[config.mk]
export PLATFORM = sky130hd
export DESIGN_NAME = inter_slave
export DESIGN_NICKNAME = d
export VERILOG_FILES = /design/src/rtl/inter_pkg.sv /design/src/rtl/slave_wait_ctr.sv /design/src/rtl/inter_slave.sv
export SDC_FILE = /design/constraint.sdc
export NUM_CORES = 1
export LEC_CHECK = 0
export ABC_AREA = 1
export CAP_MARGIN = 25
export CORE_MARGIN = 2
export CORE_UTILIZATION = 55
export DETAILED_ROUTE_END_ITERATION = 8
export GPL_ROUTABILITY_DRIVEN = 0
export PLACE_DENSITY = 0.82
export SYNTH_ARGS = -nofsm -noshare
export SYNTH_HDL_FRONTEND = slang
export SYNTH_SLANG_ARGS = --single-unit
[constraint.sdc]
create_clock -name clk -period 2.51 [get_ports clk]
set_input_delay 0.251 -clock clk [delete_from_list [all_inputs] [get_ports clk]]
set_output_delay 0.251 -clock clk [all_outputs]
set_load 0.03 [all_outputs]
[src/rtl/inter_pkg.sv]
// Shared types and sizes for the interconnect slave endpoint.
package inter_pkg;
    localparam int ADDR_W = 3;
    localparam int DATA_W = 3;
    localparam int DEPTH  = 8;
    localparam int BUSY_W = 3;

    typedef enum logic [1:0] {
        S_INIT  = 2'd0,
        S_READY = 2'd1,
        S_BUSY  = 2'd2
    } state_t;
endpackage

[src/rtl/slave_wait_ctr.sv]
// Loadable down-counter that times the busy phase after an accepted write.
module slave_wait_ctr
    import inter_pkg::*;
(
    input  logic              clk,
    input  logic              rst_n,
    input  logic              load,
    input  logic [BUSY_W-1:0] load_val,
    input  logic              dec,
    output logic              zero
);
    logic [BUSY_W-1:0] cnt;

    always_ff @(posedge clk or negedge rst_n) begin
        if (!rst_n) begin
            cnt <= '0;
        end else if (load) begin
            cnt <= load_val;
        end else if (dec && (cnt != '0)) begin
            cnt <= cnt - BUSY_W'(1);
        end
    end

    assign zero = (cnt == '0);
endmodule

[src/rtl/inter_slave.sv]
// Slave endpoint: accepts writes into an 8x3 register file, then stalls
// ready_out for BUSY_CYCLES cycles before accepting again.
//
//   state   | meaning
//   S_INIT  | one-cycle settle after reset, ready_out low
//   S_READY | ready_out high, a write is accepted when valid_in is high
//   S_BUSY  | ready_out low until the wait counter reaches zero
module inter_slave
    import inter_pkg::*;
#(
    parameter int BUSY_CYCLES = 2,
    parameter int CNT_W       = 8
) (
    input  logic              clk,
    input  logic              rst_n,
    input  logic              valid_in,
    input  logic [ADDR_W-1:0] addr_in,
    input  logic [DATA_W-1:0] value_in,
    output logic              ready_out,
    input  logic [ADDR_W-1:0] rd_addr,
    output logic [DATA_W-1:0] rd_data,
    output logic [CNT_W-1:0]  wr_count,
    output logic              done_pulse,
    output logic              overwrite_pulse
);
    localparam bit HAS_BUSY = (BUSY_CYCLES > 0);
    localparam logic [BUSY_W-1:0] BUSY_LOAD =
        HAS_BUSY ? BUSY_W'(BUSY_CYCLES - 1) : '0;

    state_t            state;
    logic [DATA_W-1:0] mem [DEPTH];
    logic [DEPTH-1:0]  vbit;
    logic              accept;
    logic              ctr_zero;

    // ready_out is registered and mirrors S_READY, so accept never loops back
    // combinationally through valid_in.
    assign accept = valid_in & ready_out;

    slave_wait_ctr u_wait_ctr (
        .clk      (clk),
        .rst_n    (rst_n),
        .load     (accept),
        .load_val (BUSY_LOAD),
        .dec      (state == S_BUSY),
        .zero     (ctr_zero)
    );

    always_ff @(posedge clk or negedge rst_n) begin
        if (!rst_n) begin
            state     <= S_INIT;
            ready_out <= 1'b0;
        end else begin
            case (state)
                S_INIT: begin
                    state     <= S_READY;
                    ready_out <= 1'b1;
                end
                S_READY: begin
                    if (accept && HAS_BUSY) begin
                        state     <= S_BUSY;
                        ready_out <= 1'b0;
                    end
                end
                S_BUSY: begin
                    if (ctr_zero) begin
                        state     <= S_READY;
                        ready_out <= 1'b1;
                    end
                end
                default: begin
                    state     <= S_INIT;
                    ready_out <= 1'b0;
                end
            endcase
        end
    end

    always_ff @(posedge clk or negedge rst_n) begin
        if (!rst_n) begin
            for (int i = 0; i < DEPTH; i++) begin
                mem[i] <= '0;
            end
            vbit            <= '0;
            wr_count        <= '0;
            done_pulse      <= 1'b0;
            overwrite_pulse <= 1'b0;
        end else begin
            done_pulse      <= accept;
            overwrite_pulse <= accept & vbit[addr_in];
            if (accept) begin
                mem[addr_in]  <= value_in;
                vbit[addr_in] <= 1'b1;
                if (wr_count != {CNT_W{1'b1}}) begin
                    wr_count <= wr_count + CNT_W'(1);
                end
            end
        end
    end

    assign rd_data = mem[rd_addr];
endmodule

# Word level (Yosys, flattened, before mapping)
# Cells that the tools add are included.
[word_totals]
regBits = 48
output_inout_bits = 14
[classes]
add_sub_neg = 2
order_cmp = 5
n_eq_ne = 5
mux = 18
n_bitwise = 5
n_reduce_logical = 9
[ops]
columns = ["op", "count"]
rows = [
  ["24-bit bitwise mux", 1],
  ["3-bit 2-to-1 mux", 5],
  ["3-bit binary-select mux with 3-bit select", 1],
  ["3-bit demux with 3-bit select", 1],
  ["8-bit by 1-bit adder with 8-bit output (second input constant)", 1],
  ["4-bit greater-or-equal comparator (second input constant)", 2],
  ["8-bit != test (second input constant)", 1],
  ["3-bit NOT with 4-bit output", 2],
  ["8-bit OR", 1],
  ["2-bit one-hot mux with 3 select lines", 1],
  ["3-bit by 4-bit < comparator with 1-bit output (second input constant)", 1],
  ["4-bit by 1-bit < comparator with 1-bit output (second input constant)", 1],
  ["1-bit 2-to-1 mux", 4],
  ["2-bit 2-to-1 mux", 2],
  ["2-bit != test (second input constant)", 2],
  ["2-bit AND reduction", 2],
  ["1-bit binary-select mux with 3-bit select", 1],
  ["1-bit demux with 3-bit select", 1],
  ["3-bit by 1-bit greater-or-equal comparator with 1-bit output (second input constant)", 1],
  ["1-bit logical AND", 3],
  ["3-bit zero test", 1],
  ["1-bit one-hot mux with 3 select lines", 1],
  ["3-bit nonzero test", 1],
  ["3-bit by 1-bit subtractor with 3-bit output (second input constant)", 1],
  ["other kinds (5)", 6],
]

# Depth between registers and ports, before layout
# Gate-level depths: netlist of the first run.
[logic_depth]
word_depth = 6
depth_mapped = 8
depth_no_buf = 8

# Cells and area by module
# From an unflattened synthesis of the first run, not the netlist that was laid out.
[hier_totals]
cells_unflattened = 285
area_unflattened_um2 = 2275.9
[by_module_without_submodules]
columns = ["module", "n_inst", "cells_each", "area_each_um2"]
rows = [
  ["inter_slave", 1, 258, 2083.2],
  ["slave_wait_ctr", 1, 27, 192.7],
]

# Worst setup path before layout of the first run
# OpenSTA, ideal clock, no wires.
[synth_timing]
path_type = "reg2reg"
start = "register wr_count[0]"
end = "register wr_count[0]"
t_arrival_ns = 1.352
required_time_ns = 2.431
setup_slack_ns = 1.079
path_stages_with_launch = 7
path_buffers = 0
period_less_slack_ns = 1.431
cell_sequence = "dfrtp_1 ha_1 nand3_2 nor2_2 nand2_1 nand2_2 xor2_1"
[synth_via]
elab_chain_len = 2
elab_cells_between_ends = 3
[synth_lines]
columns = ["element", "line_no", "source"]
rows = [
  ["from (decl)", "inter_slave.sv:22", "output logic [CNT_W-1:0] wr_count,"],
  ["from (signal assigned)", "inter_slave.sv:95", "wr_count <= wr_count + CNT_W'(1);"],
  ["branches (longest 2 deep; another with 8-bit by 1-bit adder with 8-bit output)", "--", ""],
]
# Parallel ways; which one is timed is not known.
# A chain may end at the register's enable or synchronous reset.

# Worst setup path in the final report of the first run
[layout_timing]
start = "input port rd_addr[1]"
end = "output port rd_data[1]"
[layout_via]
elab_chain_len = 4
[layout_lines]
columns = ["element", "line_no", "source"]
rows = [
  ["from (decl)", "inter_slave.sv:20", "input logic [ADDR_W-1:0] rd_addr,"],
  ["3-bit NOT with 4-bit output (not written as such)", "inter_slave.sv:101", "assign rd_data = mem[rd_addr];"],
  ["3-bit binary-select mux with 3-bit select", "inter_slave.sv:101", ""],
  ["3-bit 2-to-1 mux (not written as such) (2 in a row)", "inter_slave.sv:101", ""],
  ["to (decl)", "inter_slave.sv:21", "output logic [DATA_W-1:0] rd_data,"],
]
# Every way passes these cells. The select of a mux whose other input is x is not followed.

==> results of run 1 <==
## routing by layer
| metal | GRT usage | vias to the layer above | part of all wire |
|---|---|---|---|
| met5 | 0 | - | 0 |
| met4 | 0.0675 | 0 | 0.011 |
| li1 | - | 932 | - |
| met2 | 0.354 | 42 | 0.48 |
| met3 | 0.0559 | 5 | 0.041 |
| met1 | 0.311 | 862 | 0.47 |
## cell usage after synthesis
library cell	number
nand2_1	87
dfrtp_1	47
o21ai_0	37
inv_1	30
nor2_1	25
o21ai_1	13
nand2_2	6
nand3_1	5
nand2_4	4
ha_1	3
nand4_1	3
a21oi_1	2
clkbuf_1	2
nor2_8	2
xnor2_1	2
xor2_1	2
a21oi_2	1
buf_2	1
buf_6	1
inv_4	1
nand3_2	1
nor2_2	1
nor3_1	1
## cell families (layout without fill, tap and decap cells)
| family | Yosys count | count (layout) |
|---|---|---|
| xor gates and xnor gates | 4 | 4 |
| buffers and inverters | 35 | 67 |
| and+or+nand+nor | 135 | 135 |
| AOI/OAI and AO/OA | 53 | 53 |
| adders and majority gates | 3 | 3 |
| DFF | 47 | 47 |
## worst max-delay path: stages
cell and delay [ps]:
clkdlybuf4s50_1 680, o21ai_0 130, o21ai_0 200, nand2_1 70, nand2_1 80, clkdlybuf4s50_1 670
## timing repair
| action | CTS | global route |
|---|---|---|
| hold buffers | 1 | 0 |
| hold endpoints to repair | 22 | 0 |
| resized for setup | 0 | 0 |
## power groups by stage
stage               Combinational, mW  Clock [mW]  Sequential [mW]
detailed placement              0.871           0             1.23
global placement                0.835           0             1.23
finish                          0.867       0.577             1.23
floorplan                       0.498           0             1.30
CTS                             0.877       0.587             1.23
global route                    0.989       0.614             1.26
## final timing paths
path / end / slack [ps] / from
setup / recovery: rd_data[1] / 170 / rd_addr[1]
hold / removal: mem[19]$_DFFE_PN0P_ / 420 / rst_n
setup reg to reg: wr_count[0]$_DFFE_PN0P_ / 1130 / wr_count[0]$_DFFE_PN0P_
hold reg to reg: vbit[3]$_DFFE_PN0P_ / 470 / vbit[3]$_DFFE_PN0P_
max in group asynchronous: mem[22]$_DFFE_PN0P_ / 1360 / rst_n
min in group clk: vbit[3]$_DFFE_PN0P_ / 470 / vbit[3]$_DFFE_PN0P_
## final cells by class
cell class                 count  area [sq um]  share of cell area
sequential                    47          1180               0.437
inverter                      31           119              0.0441
clock buffer                   5          68.8              0.0256
multi-input combinational    195           950               0.353
timing repair buffer          28           270               0.100
clock inverter                 3          46.3              0.0172
tap                           50          62.6              0.0232
## per-stage QoR
step	total power, mW	utilization	worst slack [ps]
floorplan	1.79	-	1080
global placement	2.07	0.647	235
detailed placement	2.11	0.647	186
CTS	2.69	0.678	194
global route	2.86	0.678	94.5
finish	2.67	0.678	172
## placed cells by master, fill, tap and decap left out, types with 2 or more instances in the layout
master           count
o21ai_1             13
clkdlybuf4s50_1     24
clkbuf_8             5
ha_1                 3
a21oi_1              2
xnor2_1              2
nand3_1              5
nor2_8               2
buf_4                2
xor2_1               2
nand4_1              3
nand2_1             87
dfrtp_1             47
nor2_1              25
nand2_4              4
o21ai_0             37
inv_1               30
nand2_2              6
## flip-flops by register name, summed over array words and instances, names as in the netlist
register / flops
state: 1
u_wait_ctr.cnt: 3
mem: 24
wr_count: 8
done_pulse: 1
overwrite_pulse: 1
ready_out: 1
vbit: 8
==> out/results.ini, run 1 <==
[power]
p_comb_frac=0.324
max-vdd-ir-drop_mv=0.524
internal_power_mw=1.68
power_frac_seq=0.460
clkPwrFrac=0.216
netSwitchingPower_mw=0.990
power.density_nw_per_um2=993
p_sw_frac=0.370
p_leak_nw=1.39

[logic_synthesis]
synth_seq_area_share=0.518
syn-num-nets=292
synth_compound_area_frac=0.119
synth_area_leaders=dfrtp_1 52%, nand2_1 14%, o21ai_0 8.2%, inv_1 5.0%, nor2_1 4.1%
syn_inst=277
synth_cell_types=23
ys_ff_latch=47
ys.warnings.count=0
synth_mux_area_frac=0
yosys.area_share.simple=0.268
synth_top_area_share=0.518
synth_area_sq_um=2270
synth-xor-area-share=0.0154
yosysTopAreaCell=dfrtp_1
syn_area_per_cell_sq_um=8.19
synth_top_family_by_area=simple AND/OR/NAND/NOR gates
synth_fa_ha_area_frac=0.0165

[sta]
tightestPinTransition_ps=503
fin_crit_sh=0.931
max_slew_margin=0.664
finalHoldViolations=0
whs_ps=422
fin_setup_tns_ps=0
final-setup-viol-count=0
fmax_ghz=0.428
fin_crit_ps=2340
skew_ps=12.5
slew_violations=0
grt_setup_unrepaired=no

[placed_design]
dpl-instance-area_sq_um=2570
dp_hpwl_um=3250
place_inst=350
io_buffers=25

[grt]
grt_pass1_vias=1760
grt_max_degree=26
grt_antenna_before_repair=0
grt_usage=0.226
grt.overflow.total=0
grt_pass1_wl_um=7740

[detailed_routing]
drt_wl_total_um=4560
drcViolationCount=0
initialDrtViolationCount=147
vias_per_cell=5.13
routedWlPerCell_um=12.7
ant_nets=0
drt_pre_antenna_iters=4
vias=1841

[clock_network]
cts_root_buffer=clkbuf_8
cts_tree=yes
cts_buffers=5
cts.sinks=47
h-tree-depth=2
clk_pin_slew_ps=100
post-cts-setup-buffers=0
cts_buffer_depth=2
clk_latency_ps=310

[die]
dieWidth_um=68.2
ios=26
start_util=0.571
floorplan.rows=23
coreArea_sq_um=3970
dieArea_sq_um=4650
die_h_um=68.2

[worst_setup_path]
start_kind=input pin
cp.required_ps=2260
rr_worst_depth=6
end_kind=output pin
path_max_fanout=12
crit_type=in -> out
crit_arrival_ps=2090

[final_layout]
stdcell_count=359
syn_to_final_growth_pct=18.7
layout.nets=323
fin_area_sq_um=2690
drive_gt1_frac=0.0874
antenna_cells=0
fillCellCount=316

[outcome]
status=completed

[min_path]
hp-class=in -> async

[run]
cap_violations=0

(Power assumes the default switching activity.)
==> run 2, diff against run 1 <==
CTS_CLUSTER_DIAMETER = 100   (was default)
TNS_END_PERCENT = 10   (was default)
clock period = 3 ns   (was 2.51 ns; I/O delays follow)
==> run 2 against run 1 <==
- cell count is 0.56% lower
- sequential power down 16%
- routed wire length is 2.1% lower
- sequential share of layout area up 0.12 points
- utilization fell by 0.19 points
- largest cell class unchanged
- hold slack worse by 72 ps
- die area unchanged
- register-to-register slack better by 490 ps
- clock-buffer cell count is 1 higher
- non-clock buffer count is 1 lower
- combinational power down 16%
==> out/results.ini, run 2 (synthesis results as in run 1) <==
[power]
clkPwrFrac=0.203
internal_power_mw=1.40
max-vdd-ir-drop_mv=0.423
power.density_nw_per_um2=820
power_frac_seq=0.467
netSwitchingPower_mw=0.800
p_leak_nw=1.39
p_comb_frac=0.330
p_sw_frac=0.363

[detailed_routing]
drt_pre_antenna_iters=4
ant_nets=0
routedWlPerCell_um=12.5
vias_per_cell=5.10
drt_wl_total_um=4470
vias=1820
initialDrtViolationCount=101
drcViolationCount=0

[final_layout]
drive_gt1_frac=0.0782
layout_commonest_cell=nand2_1
largest_reg_flops=24
syn_to_final_growth_pct=18.4
final_cell_mix=87 x nand2_1, 47 x dfrtp_1, 37 x o21ai_0
top_register=mem
antenna_cells=0
layout.nets=322
reg_top3=mem x24, vbit x8, wr_count x8

[clock_network]
clk_pin_slew_ps=80
cts.sinks=47
cts_buffers=5
ctsResizeCount=0
h-tree-depth=2
clk_latency_ps=300
post-cts-setup-buffers=0
cts_tree=yes
cts_hold_buf=0
cts_root_buffer=clkbuf_8
cts_buffer_depth=2

[worst_setup_path]
path_cells=clkdlybuf4s50_1, inv_1, o21ai_0, o21ai_0, nand2_1, nand2_1, clkdlybuf4s50_1
end_kind=output pin
crit_arrival_ps=2340
crit_type=in -> out
path_max_fanout=13
cp.required_ps=2700
rr_startpoint=wr_count[0]$_DFFE_PN0P_
cp_num_buf_inv=3
critPathMaxStageDelay_ps=680
cp_top_family=buffers and inverters
cp-startpoint=rd_addr[0]
start_kind=input pin
cpMaxStageDelayCell=clkdlybuf4s50_1

[die]
coreArea_sq_um=3970
floorplan.rows=23
start_util=0.571
ios=26
dieWidth_um=68.2
die_h_um=68.2
dieArea_sq_um=4650

[outcome]
status=completed

[sta]
finalHoldViolations=0
fin_crit_sh=0.880
final-setup-viol-count=0
fin_setup_tns_ps=0
max_slew_margin=0.718
fin_crit_ps=2640
timing.final.ws_setup_ps=360
skew_ps=6.62
grt_setup_unrepaired=no
slew_violations=0
fmax_ghz=0.379
tightestPinTransition_ps=421
whs_ps=350

[min_path]
hp-class=in -> async

[placed_design]
dp_hpwl_um=3210
io_buffers=25
dp_slack_ps=422

[grt]
grt_antenna_before_repair=0
grt_usage=0.222
grt_pass1_vias=1641
grt_max_degree=48
grt_pass1_wl_um=7390
grt.overflow.total=0

[run]
cap_violations=0

-- run 2: worst paths after layout --
check                                     endpoint  slack, ps  depth (start not counted)
max reg2reg                wr_count[0]$_DFFE_PN0P_       1620                          6
min                             mem[0]$_DFFE_PN0P_        350                          2
max                                     rd_data[1]        360                          7
min in group clk               vbit[5]$_DFFE_PN0P_        470                          2
min reg2reg                    vbit[5]$_DFFE_PN0P_        470                          2
max in group asynchronous      mem[18]$_DFFE_PN0P_       2210                          3
-- run 2: power by group through the flow --
stage                     Combinational [mW]  Clock, mW  Sequential, mW
final                                  0.726      0.447            1.03
after global routing                   0.829      0.478            1.06
after CTS                              0.730      0.453            1.03
after detailed placement               0.729          0            1.03
after global placement                 0.697          0            1.03
after floorplan                        0.417          0            1.08
-- run 2: through the flow --
stage,utilization,total power [mW],cell area (sq um),cells
after floorplan,-,1.50,2270,277
after global placement,0.643,1.73,2550,348
after detailed placement,0.643,1.76,2550,348
after CTS,0.669,2.21,2660,355
after global routing,0.676,2.37,2690,357
final,0.676,2.20,2690,357
-- run 2: worst reg2reg max path, delay by kind of cell, from the launching register on --
family                     cells  cell delay [ps]
and+or+nand+nor                4              510
DFF                            1              420
adders and majority gates      1              230
xor gates and xnor gates       1              160
-- run 2: layout make-up --
type / instances / area (sq um)
repair buffers: 27 / 275
inverters: 31 / 119
fillers: 329 / 1290
well taps: 50 / 62.6
clock inverters: 1 / 30.0
flip-flops and latches: 47 / 1180
clock buffers: 6 / 72.6
multi-input cells: 195 / 950
-- run 2: metal layers --
layer	wire length [um]	GRT usage
met1	2100	0.302
met2	2040	0.330
met3	166	0.0411
met4	167	0.138
met5	0	0
